File: config.mk
export PLATFORM = sky130hd
export DESIGN_NAME = instr_fetch_flat
export DESIGN_NICKNAME = d
export VERILOG_FILES = /design/src/rtl/instr_fetch_if.sv /design/src/rtl/instr_fetch.sv /design/src/flat_wrapper.sv
export SDC_FILE = /design/constraint.sdc
export NUM_CORES = 1
export LEC_CHECK = 0
export CORE_MARGIN = 1
export CORE_UTILIZATION = 50
export CTS_CLUSTER_SIZE = 28
export DETAILED_ROUTE_END_ITERATION = 10
export PLACE_DENSITY = 0.85
export SYNTH_ARGS = -nofsm -noshare
export SYNTH_HDL_FRONTEND = slang
export SYNTH_SLANG_ARGS = --single-unit
File: constraint.sdc
create_clock -name clk -period 5.02 [get_ports clk]
set_input_delay 0.502 -clock clk [delete_from_list [all_inputs] [get_ports clk]]
set_output_delay 0.502 -clock clk [all_outputs]
set_load 0.02 [all_outputs]
File: src/rtl/instr_fetch_if.sv
// Fetch-stage bus: ROM read port, instruction handshake to decode, and PC redirect.
interface instr_fetch_if #(
  parameter int unsigned ADDR_W = 14
) ();

  logic [ADDR_W-1:0] rom_addr;
  logic [31:0]       rom_data;
  logic              instr_valid;
  logic              instr_ready;
  logic [31:0]       instr;
  logic [31:0]       instr_pc;
  logic              redirect_valid;
  logic [31:0]       redirect_pc;
  logic              fetch_err;
  logic [31:0]       fetch_cnt;

  // Fetch stage side.
  modport master (
    output rom_addr,
    input  rom_data,
    output instr_valid,
    input  instr_ready,
    output instr,
    output instr_pc,
    input  redirect_valid,
    input  redirect_pc,
    output fetch_err,
    output fetch_cnt
  );

  // ROM / consumer / redirect-source side.
  modport slave (
    input  rom_addr,
    output rom_data,
    input  instr_valid,
    output instr_ready,
    input  instr,
    input  instr_pc,
    output redirect_valid,
    output redirect_pc,
    input  fetch_err,
    input  fetch_cnt
  );

endinterface

File: src/rtl/instr_fetch.sv
// Multicycle instruction fetch: owns the PC, reads a synchronous ROM with one-cycle
// latency, and hands the word plus its PC to decode over valid/ready.
module instr_fetch #(
  parameter logic [31:0] RESET_PC = 32'h0000_0000,
  parameter int unsigned ADDR_W   = 14
) (
  input  logic          clk,
  input  logic          rst_n,
  instr_fetch_if.master bus
);

  typedef enum logic [1:0] {
    StReq,
    StCapt,
    StValid,
    StErr
  } state_e;

  state_e      state_q, state_d;
  logic [31:0] pc_q, pc_d;
  logic [31:0] instr_q, instr_d;
  logic [31:0] instr_pc_q, instr_pc_d;
  logic [31:0] cnt_q, cnt_d;

  // State registers; asynchronous reset restores the power-on values at once.
  always_ff @(posedge clk or negedge rst_n) begin
    if (!rst_n) begin
      state_q    <= StReq;
      pc_q       <= RESET_PC;
      instr_q    <= 32'h0;
      instr_pc_q <= 32'h0;
      cnt_q      <= 32'h0;
    end else begin
      state_q    <= state_d;
      pc_q       <= pc_d;
      instr_q    <= instr_d;
      instr_pc_q <= instr_pc_d;
      cnt_q      <= cnt_d;
    end
  end

  // Next-state logic: fetch sequencing first, then a redirect overrides PC and state.
  always_comb begin
    state_d    = state_q;
    pc_d       = pc_q;
    instr_d    = instr_q;
    instr_pc_d = instr_pc_q;
    cnt_d      = cnt_q;

    unique case (state_q)
      StReq: begin
        state_d = StCapt;
      end
      StCapt: begin
        // A redirect squashes the word in flight, so do not even latch it.
        if (!bus.redirect_valid) begin
          instr_d    = bus.rom_data;
          instr_pc_d = pc_q;
        end
        state_d = StValid;
      end
      StValid: begin
        if (bus.instr_ready) begin
          pc_d    = pc_q + 32'd4;
          cnt_d   = cnt_q + 32'd1;
          state_d = StReq;
        end
      end
      StErr: begin
        state_d = StErr;
      end
      default: begin
        state_d = StReq;
      end
    endcase

    // The handshake count above survives a coincident redirect; only the PC step is dropped.
    if (bus.redirect_valid) begin
      pc_d    = bus.redirect_pc;
      state_d = (bus.redirect_pc[1:0] == 2'b00) ? StReq : StErr;
    end
  end

  // Outputs come straight from registers; status flags decode the state flops.
  always_comb begin
    bus.rom_addr    = pc_q[ADDR_W-1:0];
    bus.instr_valid = (state_q == StValid);
    bus.fetch_err   = (state_q == StErr);
    bus.instr       = instr_q;
    bus.instr_pc    = instr_pc_q;
    bus.fetch_cnt   = cnt_q;
  end

endmodule

File: src/flat_wrapper.sv
// flat-port wrapper written by rule: the top's interface ports become plain ports
module instr_fetch_flat 
#(
  parameter logic [31:0] RESET_PC = 32'h0000_0000,
  parameter int unsigned ADDR_W   = 14
)
  (clk, rst_n, bus_rom_addr, bus_rom_data, bus_instr_valid, bus_instr_ready, bus_instr, bus_instr_pc, bus_redirect_valid, bus_redirect_pc, bus_fetch_err, bus_fetch_cnt);
  instr_fetch_if #(.ADDR_W(ADDR_W)) bus_i ();
  input  logic clk;
  input  logic rst_n;
  output wire logic [$bits(bus_i.rom_addr)-1:0] bus_rom_addr;
  input wire logic [$bits(bus_i.rom_data)-1:0] bus_rom_data;
  output wire logic [$bits(bus_i.instr_valid)-1:0] bus_instr_valid;
  input wire logic [$bits(bus_i.instr_ready)-1:0] bus_instr_ready;
  output wire logic [$bits(bus_i.instr)-1:0] bus_instr;
  output wire logic [$bits(bus_i.instr_pc)-1:0] bus_instr_pc;
  input wire logic [$bits(bus_i.redirect_valid)-1:0] bus_redirect_valid;
  input wire logic [$bits(bus_i.redirect_pc)-1:0] bus_redirect_pc;
  output wire logic [$bits(bus_i.fetch_err)-1:0] bus_fetch_err;
  output wire logic [$bits(bus_i.fetch_cnt)-1:0] bus_fetch_cnt;
  assign bus_rom_addr = bus_i.rom_addr;
  assign bus_i.rom_data = bus_rom_data;
  assign bus_instr_valid = bus_i.instr_valid;
  assign bus_i.instr_ready = bus_instr_ready;
  assign bus_instr = bus_i.instr;
  assign bus_instr_pc = bus_i.instr_pc;
  assign bus_i.redirect_valid = bus_redirect_valid;
  assign bus_i.redirect_pc = bus_redirect_pc;
  assign bus_fetch_err = bus_i.fetch_err;
  assign bus_fetch_cnt = bus_i.fetch_cnt;
  instr_fetch #(.RESET_PC(RESET_PC), .ADDR_W(ADDR_W)) u_core (.clk(clk), .rst_n(rst_n), .bus(bus_i));
endmodule
==> Yosys cells after proc, flatten, opt, wreduce, memory -nomap -nowiden <==
Cells that the tools add are included.
{ "totals": {"out_inout_bits": 112, "ff_bits": 130, "elab_cells": 26, "input_bits": 68} }
{ "classes": {"bitwise": 1, "addsub": 2, "n_reduce_logical": 7, "n_eq_ne": 4, "n_mux": 7} }
{ "ops": {"columns": ["operator", "count"], "rows": [
  ["$mux 32", 3],
  ["$add 32x1->32 const B", 1],
  ["$add 32x3->32 const B", 1],
  ["$pmux 2 s4", 1],
  ["$mux 2", 3],
  ["$reduce_and 2->1", 3],
  ["$eq 2x2->1 const B", 2],
  ["$logic_not 2->1", 2],
  ["$reduce_bool 2->1", 2],
  ["$ne 3x1->1 const B", 1],
  ["$eq 2x1->1 const B", 1],
  ["$not 1->1", 1]
]} }

==> Logic depth before layout (Yosys ltp) <==
{ "logic_depth": {"word_depth": 4, "mapped_depth": 8, "mapped_depth_nobuf": 6} }

==> Least setup slack after synthesis <==
Ideal clock, no wire load.
{ "synth_path": {"kind": "register to register", "start": "reg u_core.state_q[0]", "end": "reg u_core.pc_q[23]", "setup_slack_ns": 2.897, "period_less_slack_ns": 2.123, "stages_incl_launch_ff": 8, "required_ns": 4.938, "path_buffers": 1, "arrival_time_ns": 2.041, "setup_ns": 0.082, "path_cell_list": "dfrtp_1 inv_1 ha_1 nand4_2 or2_1 buf_6 or4_1 a31oi_1"} }
{ "synth_via": {"elab_chain_len": 3} }
{ "synth_lines": {"columns": ["element", "line", "source"], "rows": [
  ["from (decl)", "instr_fetch.sv:19", "state_e state_q, state_d;"],
  ["from (signal assigned)", "instr_fetch.sv:28", "state_q <= StReq;"],
  ["from (signal assigned)", "instr_fetch.sv:34", "state_q <= state_d;"],
  ["$eq 2x2->1", null, null],
  ["via bus_instr_valid", "flat_wrapper.sv:13", "output wire logic [$bits(bus_i.instr_valid)-1:0] bus_instr_valid;"],
  ["$reduce_bool 2->1 (no line)", null, null],
  ["$reduce_and 2->1 (no line)", null, null],
  ["to (signal assigned)", "instr_fetch.sv:35", "pc_q <= pc_d;"],
  ["to (decl)", "instr_fetch.sv:20", "logic [31:0] pc_q, pc_d;"]
]} }
The timed path passes the listed nets, and every way through them passes these cells.
A chain may end at the register's enable or synchronous reset.

==> Worst setup path after layout <==
{ "layout_path": {"start": "reg u_core.state_q[0]", "end": "out bus_instr_valid"} }
{ "layout_via": {"elab_chain_len": 1} }
{ "layout_lines": {"columns": ["element", "line", "source"], "rows": [
  ["$eq 2x2->1", "instr_fetch.sv:87", "bus.instr_valid = (state_q == StValid);"],
  ["to (decl)", "flat_wrapper.sv:13", null]
]} }
Every way passes these cells.

==> flow_summary.yaml <==
timing:
  hold_viol: 0
  timing.final.crit_share: 0.489
  worst_slew_pin_slew_ns: 1.04
  slew_headroom: 0.308
  rsz0062_at_grt: "false"
  min_period_ns: 2.45
  slew_viol_final: 0
  setup_viol: 0
  fmax_mhz: 408
  fin_setup_tns_ns: 0
  clock_skew_ns: 0.00488
clocking:
  ctsHtreeMaxLevel: 4
  cts_hold_buf: 0
  clkLatencyLatePin_ns: 0.41
  cts.clk_slew.worst_paths_ns: 0.05
  cts_tree: "built"
  clk_path_buf_depth: 2
  clock-root-buffer: "clkbuf_16"
  post_cts_buffers: 0
  numCtsBuffers: 17
  cts_sinks: 130
  post_cts_resized: 0
synth:
  synth_warnings: 0
  syn_avg_cell_area_sq_um: 11.9
  synth_area_sq_um: 5890
  synth_enable_flop_cells: 0
  synth_seq_cells: 130
  yosysSeqAreaShare: 0.553
  synthFlopType: "dfrtp_1"
  netlist_instances: 495
  syn_nets: 569
  yosysUniqueCellTypes: 39
  async_flop_share: 1.00
die:
  floorplan.initialDensity: 0.513
  rows: 39
  die_w_um: 111
  die_h_um: 111
  pin_count: 180
  core_area_sq_um: 11500
  die_area_sq_um: 12200
final_layout:
  regArea_sq_um: 3250
  final_common_cell: "clkdlybuf4s50_1"
  final_area_sq_um: 8280
  area_growth_pct: 40.6
  fill_cells: 796
  antenna_cells: 0
  most-common-layout-cells: "clkdlybuf4s50_1, dfrtp_1, mux2_2"
  finalNetCount: 736
  drive_above_1_share: 0.156
  multiInputGateArea_sq_um: 2420
min_path:
  min_path_type: "in -> async"
run_status:
  run_status: "completed"
drt:
  via_per_inst: 5.58
  met2_length_mm: 7.06
  drtIter0Drc: 252
  drt-total-wl_mm: 14.0
  detail-route-antenna-nets: 0
  wire_per_inst_um: 17.1
  vias: 4550
  dr.pass1.iters: 5
  routed.top_layer: "met4"
  wl_met3_um: 707
  wl_met1_mm: 5.97
  drc_errors: 0
global_route:
  grt_pass1_wl_mm: 23.2
  track_usage: 0.240
  gr-total-overflow: 0
  antenna_found_initial: 0
  grt_max_degree: 84
  grt_pass1_vias: 4553
setup_path:
  critPathCaptureType: "output pin"
  rr_startpoint: "u_core.state_q[0]"
  crit_start: "u_core.state_q[0]"
  critPathCapture: "bus_instr_valid"
  cp.required_ns: 4.52
  critPathMaxFanout: 9
  reg2reg_slack_ns: 2.57
  critPathKind: "reg -> out"
  worstSetupStartpointType: "flip-flop"
  reg2reg_to: "u_core.pc_q[26]"
  arrival_ns: 1.95
  r2r.worst_path.cells: 6
place:
  portBuffers: 179
  post-dp-hpwl_mm: 9.81
  placed_cell_area_sq_um: 7690
  gp_congestion: 0.834
power_and_ir_drop:
  power_uw: 4380
  p_leak_uw: 0.00339
  p_per_area_nw_per_um2: 530
  ir_drop_mv: 0.455
flow_run:
  drv_cap: 0
layer usage:
metal  vias to the layer above  global-route usage
met2                       158               0.402
met5                         -                   0
met4                         0              0.0960
li1                       2123                   -
met1                      2250               0.298
met3                        19              0.0587
cell type report:
cell class,instances,area share
clock inverters,5,0.00907
flip-flops and latches,130,0.393
multi-input cells,324,0.293
well taps,143,0.0216
repair buffers,183,0.220
clock buffers,25,0.0611
inverters,6,0.00272
state kept, by name, summed over array words and instances (netlist names):
name                  cells
u_core.bus.fetch_cnt     32
u_core.bus.instr         32
u_core.bus.instr_pc      32
u_core.pc_q              32
u_core.state_q            2
power breakdown:
part           internal, uW  switching, uW  leakage, uW
combinational           862            750      0.00151
sequential             1360            200      0.00159
clock                   789            421     0.000289
cells in the mapped netlist (11+ instances only):
cell / number / area [sq um]
dfrtp_1: 130 / 3250
nor2_1: 22 / 82.6
a31oi_1: 14 / 87.6
xnor2_1: 27 / 236
o21ai_0: 14 / 70.1
buf_4: 15 / 113
or4_1: 11 / 82.6
clkbuf_1: 17 / 63.8
xor2_1: 13 / 114
nand2_1: 35 / 131
mux2_2: 68 / 766
nand3_1: 25 / 125
nand4_1: 17 / 106
cell families (layout without fill, tap and decap cells):
kind of cell               after synthesis  after routing  synth area share
muxes                                   69             69             0.132
adders and majority gates                6              6            0.0128
xor gates and xnor gates                40             40            0.0595
buffers and inverters                   41            219            0.0374
AOI/OAI and AO/OA                       51             51            0.0574
and+or+nand+nor                        158            158             0.149
DFF                                    130            130             0.553
worst max-delay path, cell delays in order (launching register included):
cell	delay, ns
dfrtp_1	0.41
inv_1	0.10
ha_1	0.35
clkdlybuf4s50_1	0.68
stage by stage:
stage | utilization | cells | setup WS (ns) | hold WS, ns
floorplan | - | 495 | 2.90 | 0.206
global placement | 0.671 | 786 | 2.38 | 0.473
detailed placement | 0.671 | 786 | 2.32 | 0.481
CTS | 0.722 | 816 | 2.55 | 0.309
global route | 0.722 | 816 | 2.43 | 0.349
finish | 0.722 | 816 | 2.57 | 0.259
worst min path at each step:
stage	slack, ns	cells past startpoint	endpoint
after detailed placement	0.48	1	u_core.bus.fetch_cnt[26]
after CTS	0.31	1	u_core.bus.instr[23]
after global routing	0.35	1	u_core.bus.instr[23]
final	0.26	1	u_core.bus.instr[18]
after global placement	0.47	1	u_core.bus.fetch_cnt[31]
after floorplan	0.21	0	u_core.bus.fetch_cnt[0]
No activity file was read; power rests on OpenSTA's default activity.
